## src/rtl/led_status_pkg.sv

```systemverilog
// Shared constants for the LED status driver: bit map of the LED byte and
// the error-blink FSM encoding.
package led_status_pkg;
  localparam int LED_DIGIT_LSB = 0;
  localparam int LED_KEY       = 4;
  localparam int LED_OVF       = 5;
  localparam int LED_ERR       = 6;
  localparam int LED_HB        = 7;

  typedef enum logic [1:0] {
    BLK_IDLE = 2'd0,
    BLK_ON   = 2'd1,
    BLK_OFF  = 2'd2
  } blink_state_e;
endpackage

```

## src/rtl/led_pulse_stretch.sv

```systemverilog
// Retriggerable one-bit stretcher: out_o stays high for LEN cycles after the
// most recent trigger.
module led_pulse_stretch #(
  parameter int          CNT_W = 27,
  parameter int unsigned LEN   = 5000000
) (
  input  logic clk_i,
  input  logic rst_ni,
  input  logic trig_i,
  output logic out_o
);
  localparam logic [CNT_W-1:0] RELOAD = CNT_W'(LEN - 1);
  localparam logic [CNT_W-1:0] ONE    = CNT_W'(1);

  logic [CNT_W-1:0] cnt_q, cnt_d;
  logic             act_q, act_d;

  always_comb begin
    cnt_d = cnt_q;
    act_d = act_q;
    if (trig_i) begin
      act_d = 1'b1;
      cnt_d = RELOAD;
    end else if (act_q) begin
      if (cnt_q == '0) act_d = 1'b0;
      else             cnt_d = cnt_q - ONE;
    end
  end

  always_ff @(posedge clk_i) begin
    if (!rst_ni) begin
      cnt_q <= '0;
      act_q <= 1'b0;
    end else begin
      cnt_q <= cnt_d;
      act_q <= act_d;
    end
  end

  assign out_o = act_q;
endmodule

```

## src/rtl/led_status_driver.sv

```systemverilog
// Turns key/overflow/error events into delta writes (led_input/leds_sel) for
// the downstream per-bit LED buffer, plus a free-running heartbeat.
module led_status_driver
  import led_status_pkg::*;
#(
  parameter int          CNT_W       = 27,
  parameter int unsigned PULSE_CYC   = 5000000,
  parameter int unsigned BLINK_HALF  = 25000000,
  parameter int unsigned BLINK_COUNT = 3,
  parameter int unsigned HB_HALF     = 50000000
) (
  input  logic       clk,
  input  logic       reset,
  input  logic       key_valid,
  input  logic [3:0] key_nibble,
  input  logic       ovf_set,
  input  logic       ovf_clr,
  input  logic       err_start,
  output logic [7:0] led_input,
  output logic [7:0] leds_sel,
  output logic       busy
);
  localparam logic [CNT_W-1:0] ONE     = CNT_W'(1);
  localparam logic [CNT_W-1:0] BH_LAST = CNT_W'(BLINK_HALF - 1);
  localparam logic [CNT_W-1:0] HB_LAST = CNT_W'(HB_HALF - 1);
  localparam logic [3:0]       BC      = 4'(BLINK_COUNT);

  logic [3:0]       digit_q, digit_d;
  logic             ovf_q, ovf_d;
  logic             hb_q, hb_d;
  logic [CNT_W-1:0] hb_cnt_q, hb_cnt_d;
  logic             key_act;

  blink_state_e     state_q, state_d;
  logic [CNT_W-1:0] phase_q, phase_d;
  logic [3:0]       bcnt_q, bcnt_d;

  logic [7:0]       want;
  logic [7:0]       shadow_q, led_q, sel_q;
  logic             init_q;

  led_pulse_stretch #(.CNT_W(CNT_W), .LEN(PULSE_CYC)) u_key_pulse (
    .clk_i  (clk),
    .rst_ni (reset),
    .trig_i (key_valid),
    .out_o  (key_act)
  );

  always_comb begin
    digit_d  = key_valid ? key_nibble : digit_q;
    ovf_d    = ovf_set ? 1'b1 : (ovf_clr ? 1'b0 : ovf_q);
    hb_d     = hb_q;
    hb_cnt_d = hb_cnt_q + ONE;
    if (hb_cnt_q == HB_LAST) begin
      hb_cnt_d = '0;
      hb_d     = ~hb_q;
    end
  end

  // err_start from any state (re)starts a full sequence.
  always_comb begin
    state_d = state_q;
    phase_d = phase_q;
    bcnt_d  = bcnt_q;
    if (err_start) begin
      state_d = BLK_ON;
      phase_d = '0;
      bcnt_d  = '0;
    end else begin
      case (state_q)
        BLK_ON: begin
          if (phase_q == BH_LAST) begin
            state_d = BLK_OFF;
            phase_d = '0;
          end else begin
            phase_d = phase_q + ONE;
          end
        end
        BLK_OFF: begin
          if (phase_q == BH_LAST) begin
            phase_d = '0;
            bcnt_d  = bcnt_q + 4'd1;
            state_d = ((bcnt_q + 4'd1) == BC) ? BLK_IDLE : BLK_ON;
          end else begin
            phase_d = phase_q + ONE;
          end
        end
        default: ;
      endcase
    end
  end

  always_ff @(posedge clk) begin
    if (!reset) begin
      digit_q  <= '0;
      ovf_q    <= 1'b0;
      hb_q     <= 1'b0;
      hb_cnt_q <= '0;
      state_q  <= BLK_IDLE;
      phase_q  <= '0;
      bcnt_q   <= '0;
    end else begin
      digit_q  <= digit_d;
      ovf_q    <= ovf_d;
      hb_q     <= hb_d;
      hb_cnt_q <= hb_cnt_d;
      state_q  <= state_d;
      phase_q  <= phase_d;
      bcnt_q   <= bcnt_d;
    end
  end

  always_comb begin
    want                         = '0;
    want[LED_DIGIT_LSB +: 4]     = digit_q;
    want[LED_KEY]                = key_act;
    want[LED_OVF]                = ovf_q;
    want[LED_ERR]                = (state_q == BLK_ON);
    want[LED_HB]                 = hb_q;
  end

  // First cycle after reset writes every bit so the unreset buffer starts at 0.
  always_ff @(posedge clk) begin
    if (!reset) begin
      init_q   <= 1'b1;
      led_q    <= '0;
      sel_q    <= '0;
      shadow_q <= '0;
    end else if (init_q) begin
      init_q   <= 1'b0;
      led_q    <= 8'h00;
      sel_q    <= 8'hFF;
      shadow_q <= 8'h00;
    end else begin
      led_q    <= want;
      sel_q    <= want ^ shadow_q;
      shadow_q <= want;
    end
  end

  assign led_input = led_q;
  assign leds_sel  = sel_q;
  assign busy      = (state_q != BLK_IDLE);
endmodule

```

## config.mk

```make
export PLATFORM = sky130hd
export DESIGN_NAME = led_status_driver
export DESIGN_NICKNAME = d
export VERILOG_FILES = /design/src/rtl/led_status_pkg.sv /design/src/rtl/led_pulse_stretch.sv /design/src/rtl/led_status_driver.sv
export SDC_FILE = /design/constraint.sdc
export NUM_CORES = 1
export LEC_CHECK = 0
export ABC_AREA = 1
export BUFFER_PORTS_ARGS = -buffer_cell sky130_fd_sc_hd__buf_2
export CORE_MARGIN = 2
export CORE_UTILIZATION = 57
export CTS_BUF_LIST = sky130_fd_sc_hd__clkbuf_8 sky130_fd_sc_hd__clkbuf_16
export CTS_CLUSTER_DIAMETER = 60
export DETAILED_ROUTE_END_ITERATION = 10
export GPL_ROUTABILITY_DRIVEN = 1
export GPL_TIMING_DRIVEN = 0
export HOLD_SLACK_MARGIN = 0.1
export PLACE_DENSITY = 0.75
export SLEW_MARGIN = 10
export SYNTH_ARGS = -nofsm -noshare
export SYNTH_HDL_FRONTEND = slang
export SYNTH_SLANG_ARGS = --single-unit
```

## constraint.sdc

```tcl
create_clock -name clk -period 4.3 [get_ports clk]
set_input_delay 0.86 -clock clk [delete_from_list [all_inputs] [get_ports clk]]
set_output_delay 0.86 -clock clk [all_outputs]
set_load 0.01 [all_outputs]
```

Word level (Yosys, flattened, before mapping)
Index checks and enable logic that the tools add are counted.
{"block": "classes", "n_reduce_logical": 16, "n_mux": 16, "n_addsub": 4, "n_bitwise": 4, "n_eq_ne": 10}
{"cell": "$mux 23", "n": 3}
{"cell": "$add 27x1->27 const B", "n": 2}
{"cell": "$eq 27x25->1 const B", "n": 1}
{"cell": "$eq 27x26->1 const B", "n": 1}
{"cell": "$logic_not 27->1", "n": 1}
{"cell": "$mux 27", "n": 1}
{"cell": "$sub 27x1->27 const B", "n": 1}
{"cell": "$reduce_or 2->1", "n": 5}
{"cell": "$mux 1", "n": 8}
{"cell": "$mux 8", "n": 1}
{"cell": "$reduce_bool 2->1", "n": 4}
{"cell": "$xor 8x8->8", "n": 1}
{"cell": "$reduce_and 2->1", "n": 3}
{"cell": "$reduce_and 3->1", "n": 2}
{"cell": "$add 4x1->4 const B", "n": 1}
{"cell": "$eq 4x2->1 const B", "n": 1}
{"cell": "$mux 2", "n": 2}
{"cell": "$ne 2x2->1 const B", "n": 2}
{"cell": "$pmux 2 s2", "n": 1}
{"cell": "$ne 3x2->1 const B", "n": 1}
{"cell": "$ne 3x3->1 const B", "n": 1}
{"cell": "$not 1->1", "n": 3}
{"cell": "$reduce_bool 3->1", "n": 1}
{"cell": "$eq 2x1->1 const B", "n": 1}
{"cell": "2 further kinds", "n": 2}
{"block": "totals", "regBits": 111, "out_inout_bits": 17, "in_bits": 10, "wordCells": 64}

Depth between registers and ports, before layout
Gate-level depths: netlist (run 1).
{"block": "depth", "ltp_word": 6, "ltp_mapped": 13, "ltp_nobuf": 12}

Hierarchy
From an unflattened synthesis (run 1), not the netlist that was laid out.
{"block": "hier_totals", "hier_cells": 884, "hier_area_um2": 5955.7}
{"module": "led_status_driver", "seq_area_each_um2": 1661.6, "area_per_inst_um2": 4060.1, "cells_each": 578, "n_inst": 1}
{"module": "led_pulse_stretch", "seq_area_each_um2": 560.5, "area_per_inst_um2": 1895.6, "cells_each": 306, "n_inst": 1}

Worst setup path after synthesis (run 1)
Ideal clock, no wire load.
{"block": "synth_timing", "kind": "flip-flop to flip-flop", "start": "reg state_q[0]", "end": "reg phase_q[19]", "arrival_ps": 1605, "stages_incl_launch_ff": 13, "slack_ps": 2580, "synth_period_minus_slack_ps": 1720, "cell_sequence": "dfxtp_1 -> inv_1 -> ha_1 -> buf_4 -> inv_2 -> nor2_2 -> nand2_1 -> nor2_2 -> nand2_1 -> nor2_1 -> nand3_1 -> nand2_1 -> nor2_1"}
{"block": "synth_via", "elab_chain_len": 2}
{"element": "start, declared", "line": "led_status_driver.sv:34", "text": "blink_state_e state_q, state_d;"}
{"element": "start signal, assigned", "line": "led_status_driver.sv:107", "text": "state_q <= state_d;"}
{"element": "$eq 2x1->1 / $eq 2x2->1 (equally long branches)", "line": "led_status_driver.sv:70", "text": "case (state_q)"}
{"element": "$reduce_or 2->1 (no line) *"}
{"element": "end signal, assigned", "line": "led_status_driver.sv:108", "text": "phase_q <= phase_d;"}
{"element": "end, declared", "line": "led_status_driver.sv:35", "text": "logic [CNT_W-1:0] phase_q, phase_d;"}
Every way passes the cells marked *; elsewhere a longest branch is shown, timed or not.
A chain may end at the register's enable or synchronous reset.

Worst setup path in the final report (run 1)
{"block": "layout_timing", "start": "reg state_q[0]", "end": "out busy"}
{"block": "layout_via", "elab_chain_len": 1}
{"element": "$reduce_bool 2->1", "line": "led_status_driver.sv:143", "text": "assign busy = (state_q != BLK_IDLE);"}
{"element": "end, declared", "line": "led_status_driver.sv:21", "text": "output logic busy"}
Every way passes these cells.

==> summary.txt, run 1 <==
Finish
  • # diodes: 0
  • Post-Route Utilization: 63.9%
  • Area Overhead vs Synth: 8.85%
  • Finished Cell Area: 0.00625 sq mm
  • Commonest non-fill, non-tap cell in the layout: nand2_1
  • Most frequent cells in the layout: nand2_1 (188), nor2_1 (141), inv_1 (115), dfxtp_1 (111), nand3_1 (58)
  • NumNets Final: 899
  • Proportion of layout cells with a drive suffix above 1: 11.6%

Drt
  • DRT Wirelength: 12,300 um
  • DRC: 0
  • Antenna violation net count after detailed routing: 0
  • Initial DRC Count: 221
  • Routed WL per cell: 12.1 um
  • Via count: 5,208
  • Vias per std cell: 5.11
  • 1st-pass router iterations: 5

Worst setup path
  • CP endpoint kind: output pin
  • CP max FO: 3
  • Worst setup SP type: flop
  • Cell depth of the worst flop-to-flop path: 10
  • CP peak stage delay: 0.38 ns
  • CP max-delay cell: dfxtp_1
  • CP arrival: 1.23 ns
  • Cell Chain, Critical Path: inv_1 -> ha_1 -> inv_1 -> buf_2
  • Most common cell on crit path: inv_1
  • Crit Path Category: reg -> out
  • Critical path required time: 3.44 ns

Logic synthesis
  • XOR/XNOR Fraction of Synth Area: 4.73%
  • Post-Synth Simple-Gate Area: 37.9%
  • Synthesized-area fraction occupied by adder cells: 1.74%
  • Largest cells by area after synthesis: dfxtp_1 (39%), nand2_1 (12%), nor2_1 (9.2%)
  • Part of the Yosys area used for sequential elements: 38.7%
  • Multiplexer share of the synthesized area: 0%
  • Leading area contributor after synthesis: dfxtp_1
  • Synth cell types: 39
  • Mapped Nets: 862
  • Yosys top cell area share: 38.7%
  • Post-synthesis compound-gate area fraction: 7.21%
  • Largest family of logic cells by synthesized area: simple AND/OR/NAND/NOR gates
  • Mapped Area: 0.00574 sq mm
  • Avg Synthesized Cell Area: 6.80 sq um
  • Syn Inst Count: 844
  • Synth Register Bits: 111
  • Yosys warning count: 0

Timing
  • Fmax: 478 MHz
  • RSZ-0062 raised after global routing: no
  • Min cycle time layout: 2.09 ns
  • Skew final: 0.0102 ns
  • Max-slew violations: 0
  • Crit share post-route: 48.7%
  • Final-report hold violation count: 0
  • Final setup violating endpoints: 0
  • Setup TNS: 0 ns
  • Slew Limit Headroom: 59.1%
  • Slew @ Worst Pin: 0.613 ns

Placement
  • PortBufs: 26
  • RePlAce Congestion: 0.915
  • Placed Area: 0.00604 sq mm
  • Detail Placement HPWL: 9370 um

Global route
  • GR Util All Layers: 22.9%
  • Pin count of the biggest net entering global routing: 20
  • Total grt overflow: 0
  • Vias in the first global route: 4,772
  • Antenna violations before repair: 0
  • First-pass GRT wire length: 20,600 um

Clocking
  • Hold-fix buffer count after cts: 0
  • # resized after CTS: 0
  • Root buffer cell: clkbuf_8
  • Clock buffer depth: 2
  • Worst-path clk slew: 0.10 ns
  • TritonCTS buffer count: 9
  • Sink Count: 111
  • CTS tree: yes
  • Worst-Skew Late Latency: 0.39 ns
  • CTS H-tree lvls: 3
  • Post-CTS Setup Bufs: 0

Floorplanning
  • Initial core utilization: 58.7%
  • I/O pin total: 27
  • Die W: 104 um
  • Die Y: 104 um
  • Core area: 0.00977 sq mm
  • Standard-cell rows: 36
  • Die area: 0.0109 sq mm

Hold path
  • Hold Path Class: reg -> reg
  • Hold Crit Depth: 1

Outcome
  • Status: finished, final reports clean

Power and ir drop
  • Maximum vdd drop: 0.259 mV
  • Leakage: 2.74 nW
  • Cell Pwr Density: 314 mW/mm^2

Job
  • Maxcap violations: 0
-- power breakdown --
group / internal, W / leakage (nW) / switching, W
combinational: 0.0000770 / 1.73 / 0.000144
clock: 0.000294 / 0.108 / 0.000367
sequential: 0.00106 / 0.905 / 0.0000245
-- state kept, by name, summed over array words and instances (netlist names) --
name               cells
state_q                2
u_key_pulse.cnt_q     27
leds_sel               8
digit_q                4
hb_q                   1
phase_q               27
u_key_pulse.out_o      1
hb_cnt_q              27
ovf_q                  1
init_q                 1
led_input              8
bcnt_q                 4
-- critical path, delay by kind of cell (launching register included) --
kind | cells | cell delay, ns
buffers and inverters | 3 | 0.28
adder cells (fa/ha/maj) | 1 | 0.19
flip-flops | 1 | 0.38
-- per-layer routing --
layer  track usage, %  wire length (um)
met5                0                 0
met4             7.82               170
met3             4.76               572
met2             40.6              6180
met1             27.4              5420
-- cell type report --
| class | instances | area, sq um |
|---|---|---|
| flip-flops and latches | 111 | 2220 |
| multi-input cells | 597 | 2960 |
| clock buffers | 10 | 138 |
| fillers | 898 | 3530 |
| inverters | 119 | 447 |
| clock inverters | 6 | 73.8 |
| well taps | 133 | 166 |
| plain buffers | 17 | 109 |
| repair buffers | 26 | 130 |
-- cell usage after synthesis (all sizes together) --
cell type	n
and3	1
nor2	158
xnor2	5
clkinv	1
a211oi	3
ha	8
nand3	61
dfxtp	111
nor3	31
o21ai	27
inv	118
or2	9
nor4	2
nor3b	4
nand4	15
and2	1
nand3b	1
buf	13
clkbuf	4
xor2	26
nand2	198
o21bai	1
a21oi	46
-- worst paths after layout --
path                                            from                     to  slack [ns]
worst max-delay path                      state_q[0]                   busy        2.21
worst min-delay path                     hb_cnt_q[0]            hb_cnt_q[0]        0.46
worst max register to register  u_key_pulse.cnt_q[0]  u_key_pulse.cnt_q[10]        2.29
worst min register to register           hb_cnt_q[0]            hb_cnt_q[0]        0.46
-- cells by family after synthesis --
| kind of cell | after synthesis |
|---|---|
| xor+xnor | 31 |
| buf+inv | 136 |
| flops | 111 |
| compound gates | 77 |
| simple gates | 481 |
| fa+ha+maj | 8 |
-- metrics by stage --
step                total power (W)  setup WS [ns]  hold WS [ns]  std cells
finish                      0.00196           2.21         0.458       1019
detailed placement          0.00132           2.03         0.444       1003
global route                0.00205           2.09         0.483       1019
global placement            0.00132           2.07         0.430       1003
floorplan                   0.00126           2.58         0.418        844
CTS                         0.00198           2.19         0.458       1019
Note: power is estimated with default switching activity, not from simulation.
==> run 2: changes to the inputs <==
==> constraint.sdc (replaced) <==
create_clock -name clk -period 2.03 [get_ports clk]
set_input_delay 0.406 -clock clk [delete_from_list [all_inputs] [get_ports clk]]
set_output_delay 0.406 -clock clk [all_outputs]
set_load 0.01 [all_outputs]
==> summary.txt, run 2 (same netlist as run 1, synthesis figures left out) <==
Worst setup path
  • CP peak stage delay: 0.36 ns
  • R2R Path End: phase_q[19]
  • Instance count on the critical path: 12
  • CP endpoint kind: flop
  • Crit-path leading delay family: simple AND/OR/NAND/NOR gates
  • CP max FO: 9
  • Worst setup SP type: flop
  • Cell Chain, Critical Path: inv_1 -> ha_1 -> buf_4 -> inv_2 -> nor2_4 -> nand2_1 -> nor2_4 -> nand2_2 -> nor2_2 -> nand3_1 -> nand2_1 -> nor2_1
  • CP arrival: 2.17 ns
  • CP bufs+invs: 3
  • Critical path required time: 2.32 ns
  • Cell depth of the worst flop-to-flop path: 12
  • RR Startpoint: state_q[0]
  • Setup slack, reg-to-reg: 0.15 ns
  • Crit Path Category: reg -> reg
  • CP max-delay cell: dfxtp_2

Floorplanning
  • Die area: 0.0109 sq mm
  • Die W: 104 um
  • Initial core utilization: 58.7%
  • Die Y: 104 um
  • I/O pin total: 27
  • Standard-cell rows: 36
  • Core area: 0.00977 sq mm

Finish
  • NumNets Final: 901
  • Commonest non-fill, non-tap cell in the layout: nand2_1
  • Most frequent cells in the layout: nand2_1 (186), nor2_1 (140), inv_1 (115), dfxtp_1 (109), nand3_1 (58)
  • Finished Cell Area: 0.00631 sq mm
  • Post-Route Utilization: 64.6%
  • Proportion of layout cells with a drive suffix above 1: 12.7%
  • Fill count: 888
  • Non-Filler Instances: 1,021
  • # diodes: 0
  • Largest regs: hb_cnt_q: 27 flops, phase_q: 27 flops, u_key_pulse.cnt_q: 27 flops
  • Area Overhead vs Synth: 9.92%

Hold path
  • Hold Startpoint: ovf_set
  • Hold Path Class: in -> reg
  • Hold endpoint: ovf_q
  • Hold Crit Depth: 3

Drt
  • Routed wl met2: 6240 um
  • DRC: 0
  • Max layer used: met4
  • Wl on met1: 5350 um
  • DR WL met3: 648 um
  • Initial DRC Count: 219
  • Vias per std cell: 5.16
  • Antenna violation net count after detailed routing: 0
  • Via count: 5,266
  • DRT Wirelength: 12,400 um
  • 1st-pass router iterations: 5
  • Routed WL per cell: 12.2 um

Timing
  • Fmax: 532 MHz
  • Final setup violating endpoints: 0
  • Final hold slack: 0.219 ns
  • Max-slew violations: 0
  • Slew @ Worst Pin: 0.615 ns
  • Skew final: 0.0106 ns
  • Min cycle time layout: 1.88 ns
  • RSZ-0062 raised after global routing: no
  • Slew Limit Headroom: 59.0%
  • Setup TNS: 0 ns
  • Crit share post-route: 92.6%
  • Final-report hold violation count: 0

Clocking
  • Clock buffer depth: 2
  • Sink Count: 111
  • Worst-path clk slew: 0.11 ns
  • CTS tree: yes
  • TritonCTS buffer count: 9
  • Hold-fix buffer count after cts: 0
  • Root buffer cell: clkbuf_8
  • CTS H-tree lvls: 3
  • Worst-Skew Late Latency: 0.39 ns

Placement
  • Detail Placement HPWL: 9370 um
  • Placed Cells: 1,003
  • Placed Area: 0.00604 sq mm
  • RePlAce Congestion: 0.915
  • PortBufs: 26

Global route
  • Pin count of the biggest net entering global routing: 20
  • Vias in the first global route: 4,772
  • First-pass GRT wire length: 20,600 um
  • Total grt overflow: 0
  • Antenna violations before repair: 0
  • GR Util All Layers: 22.9%

Outcome
  • Status: finished, final reports clean

Power and ir drop
  • Leakage: 2.77 nW
  • Cell Pwr Density: 662 mW/mm^2
  • Maximum vdd drop: 0.549 mV

Job
  • Maxcap violations: 0
## run 2: cell count changes in the layout (fill, tap and decap cells not counted), moves of 2 or more
cell	delta
dfxtp_1	-2
buf_4	+2
nand2_1	-2
nor2_4	+2
dfxtp_2	+2
nand2_2	+2
## run 2: routing by layer
layer | vias to the layer above | GRT usage [%]
met3 | 18 | 4.76
met2 | 138 | 40.6
li1 | 2726 | -
met5 | - | 0
met4 | 0 | 7.82
met1 | 2384 | 27.4
## run 2: repair_timing
item / in CTS / in global routing
setup buffers: 0 / 2
setup endpoints to repair: 0 / 60
resized for setup: 0 / 12
## run 2: cell type report
cell class / instances / area (sq um) / share of cell area [%]
Inverter: 119 / 450 / 7.14
Clock inverter: 6 / 73.8 / 1.17
Tap cell: 133 / 166 / 2.64
Multi-Input combinational cell: 597 / 3000 / 47.6
Timing Repair Buffer: 28 / 145 / 2.30
Sequential cell: 111 / 2220 / 35.3
Clock buffer: 10 / 138 / 2.18
Buffer: 17 / 109 / 1.73
## run 2: where the power goes
| group | switching, W | internal [W] |
|---|---|---|
| combinational | 0.000310 | 0.000169 |
| sequential | 0.0000532 | 0.00224 |
| clock | 0.000784 | 0.000622 |
| total | 0.00115 | 0.00303 |
## run 2: how the worst max path moves through the flow
| stage | start | to |
|---|---|---|
| CTS | state_q[0] | phase_q[19] |
| global route | phase_q[0] | phase_q[16] |
| global placement | state_q[0] | phase_q[19] |
| finish | state_q[0] | phase_q[19] |
| floorplan | state_q[0] | phase_q[19] |
| detailed placement | state_q[0] | phase_q[19] |
## run 2: stage by stage
| stage | setup WS (ns) | total power (W) |
|---|---|---|
| global placement | 0.0900 | 0.00279 |
| finish | 0.150 | 0.00418 |
| floorplan | 0.310 | 0.00268 |
| global route | 0.00827 | 0.00436 |
| CTS | 0.00500 | 0.00420 |
| detailed placement | 0.0303 | 0.00280 |
## run 2: worst min-delay path, cell delays in order
cell	delay [ns]
buf_2	0.08
nor2_1	0.03
nor2_1	0.06
==> run 3: changes to the inputs <==
--- a/config.mk
+++ b/config.mk
@@ -7,6 +7,7 @@
 export LEC_CHECK = 0
 export ABC_AREA = 1
 export BUFFER_PORTS_ARGS = -buffer_cell sky130_fd_sc_hd__buf_2
+export CORE_ASPECT_RATIO = 0.8
 export CORE_MARGIN = 2
 export CORE_UTILIZATION = 57
 export CTS_BUF_LIST = sky130_fd_sc_hd__clkbuf_8 sky130_fd_sc_hd__clkbuf_16
@@ -20,3 +21,4 @@
 export SYNTH_ARGS = -nofsm -noshare
 export SYNTH_HDL_FRONTEND = slang
 export SYNTH_SLANG_ARGS = --single-unit
+export TNS_END_PERCENT = 1
==> summary.txt, run 3 (same netlist as run 1, synthesis figures left out) <==
Floorplanning
  • Initial core utilization: 59.0%
  • Die W: 116 um
  • I/O pin total: 27
  • Standard-cell rows: 32
  • Die area: 0.0109 sq mm
  • Die Y: 93.8 um
  • Core area: 0.00973 sq mm

Drt
  • 1st-pass router iterations: 4
  • DRC: 0
  • DRT Wirelength: 12,500 um
  • Routed WL per cell: 12.2 um
  • Initial DRC Count: 319
  • Vias per std cell: 5.11
  • Via count: 5,218
  • Antenna violation net count after detailed routing: 0

Placement
  • RePlAce Congestion: 0.886
  • Placed Area: 0.00604 sq mm
  • Detail Placement HPWL: 9380 um
  • PortBufs: 26

Finish
  • NumNets Final: 899
  • Proportion of layout cells with a drive suffix above 1: 12.5%
  • Largest regs: hb_cnt_q: 27 flops, phase_q: 27 flops, u_key_pulse.cnt_q: 27 flops
  • Most frequent cells in the layout: nand2_1 (186), nor2_1 (140), inv_1 (116), dfxtp_1 (109), nand3_1 (58)
  • # diodes: 0
  • Commonest non-fill, non-tap cell in the layout: nand2_1
  • Storage element area: 0.00222 sq mm
  • Multi-input combinational cell area: 0.00301 sq mm
  • Fill count: 895
  • Area Overhead vs Synth: 11.1%
  • Post-Route Utilization: 65.5%
  • Finished Cell Area: 0.00638 sq mm

Worst setup path
  • Crit-path leading delay family: simple AND/OR/NAND/NOR gates
  • CP max-delay cell: dfxtp_1
  • CP peak stage delay: 0.36 ns
  • CP arrival: 2.14 ns
  • CP bufs+invs: 3
  • CP max FO: 9
  • CP endpoint kind: flop
  • Worst setup SP type: flop
  • Cell Chain, Critical Path: inv_1 -> ha_1 -> buf_4 -> inv_2 -> nor2_4 -> nand2_1 -> nor2_4 -> nand2_2 -> nor2_2 -> nand3_1 -> nand2_1 -> nor2_1
  • Cell depth of the worst flop-to-flop path: 12
  • Crit Path Category: reg -> reg
  • Instance count on the critical path: 12
  • Critical path required time: 2.27 ns

Timing
  • Max-slew violations: 0
  • Fmax: 526 MHz
  • Crit share post-route: 93.7%
  • Slew Limit Headroom: 56.2%
  • Slew @ Worst Pin: 0.657 ns
  • Setup TNS: 0 ns
  • Min cycle time layout: 1.90 ns
  • Final setup violating endpoints: 0
  • RSZ-0062 raised after global routing: yes
  • Final-report hold violation count: 0
  • Skew final: 0.00697 ns

Clocking
  • Hold-fix buffer count after cts: 0
  • Worst-path clk slew: 0.07 ns
  • TritonCTS buffer count: 9
  • Sink Count: 111
  • CTS H-tree lvls: 3
  • Post-CTS Setup Bufs: 0
  • Worst-Skew Late Latency: 0.35 ns
  • Clock buffer depth: 2
  • CTS tree: yes
  • Root buffer cell: clkbuf_16

Global route
  • Total grt overflow: 0
  • Vias in the first global route: 4,850
  • First-pass GRT wire length: 21,700 um
  • GR Util All Layers: 24.7%
  • Antenna violations before repair: 0
  • Pin count of the biggest net entering global routing: 20

Power and ir drop
  • P_sw: 0.00119 W
  • Cell Pwr Density: 696 mW/mm^2
  • Maximum vdd drop: 0.494 mV
  • Leakage: 2.78 nW
  • Switching Share: 26.7%
  • Int Power: 0.00325 W
  • Seq pwr share: 51.6%
  • Gate power share: 10.8%
  • Total power draw: 0.00444 W
  • Clock Power Share: 37.5%

Outcome
  • Status: finished, final reports clean

Hold path
  • Hold Path Class: in -> reg
  • Hold Crit Depth: 3

Job
  • Maxcap violations: 0
==> run 3: cell count changes in the layout (fill, tap and decap cells not counted), sizes merged <==
cell      before  now
buf           41   39
clkbuf        14   13
clkinvlp       1    2
bufinv         1    0
inv          121  122
==> run 3: routing by layer <==
metal	part of all wire (%)	track usage, %	up-vias
met5	0	0	-
met4	1.1	6.05	0
met3	3.1	4.06	11
met2	47	41.7	79
met1	49	33.1	2413
li1	-	-	2715
==> run 3: power by group through the flow <==
stage	combinational [W]	clock, W	sequential (W)
finish	0.000481	0.00167	0.00229
global route	0.000548	0.00180	0.00230
CTS	0.000470	0.00172	0.00229
detailed placement	0.000467	0	0.00234
global placement	0.000456	0	0.00234
floorplan	0.000340	0	0.00234
==> run 3: what timing repair did <==
item                                    4_1_cts  5_1_grt
resized for setup                             0       13
endpoints found under the hold margin         0        0
endpoints found under the setup margin        0       53
==> run 3: final timing paths <==
path,start,endpoint,slack [ns]
worst min-delay path,ovf_set,ovf_q,0.27
worst min register to register,ovf_q,led_input[5],0.47
worst max register to register,state_q[1],phase_q[19],0.13
worst max-delay path,state_q[1],phase_q[19],0.13
==> run 3: final cells by class <==
type                    instances  area share, %
well taps                     136           2.67
plain buffers                  17           1.71
multi-input cells             597           47.2
clock inverters                 7          0.863
repair buffers                 26           2.04
inverters                     119           7.06
clock buffers                   9           3.53
flip-flops and latches        111           34.9
==> run 3: per-stage QoR <==
stage	setup WS [ns]	std cells	hold WS, ns
floorplan	0.310	844	0.418
global placement	0.0749	1006	0.429
detailed placement	0.0363	1006	0.456
CTS	0.0180	1022	0.268
global route	-0.0163	1022	0.265
finish	0.129	1022	0.273
==> run 3: worst reg2reg max path: stages, from the launching register on <==
cell and delay (ns):
dfxtp_1 0.36, inv_1 0.07, ha_1 0.28, buf_4 0.17
inv_2 0.11, nor2_4 0.14, nand2_1 0.11, nor2_4 0.14
nand2_2 0.10, nor2_2 0.14, nand3_1 0.09, nand2_1 0.06
nor2_1 0.03
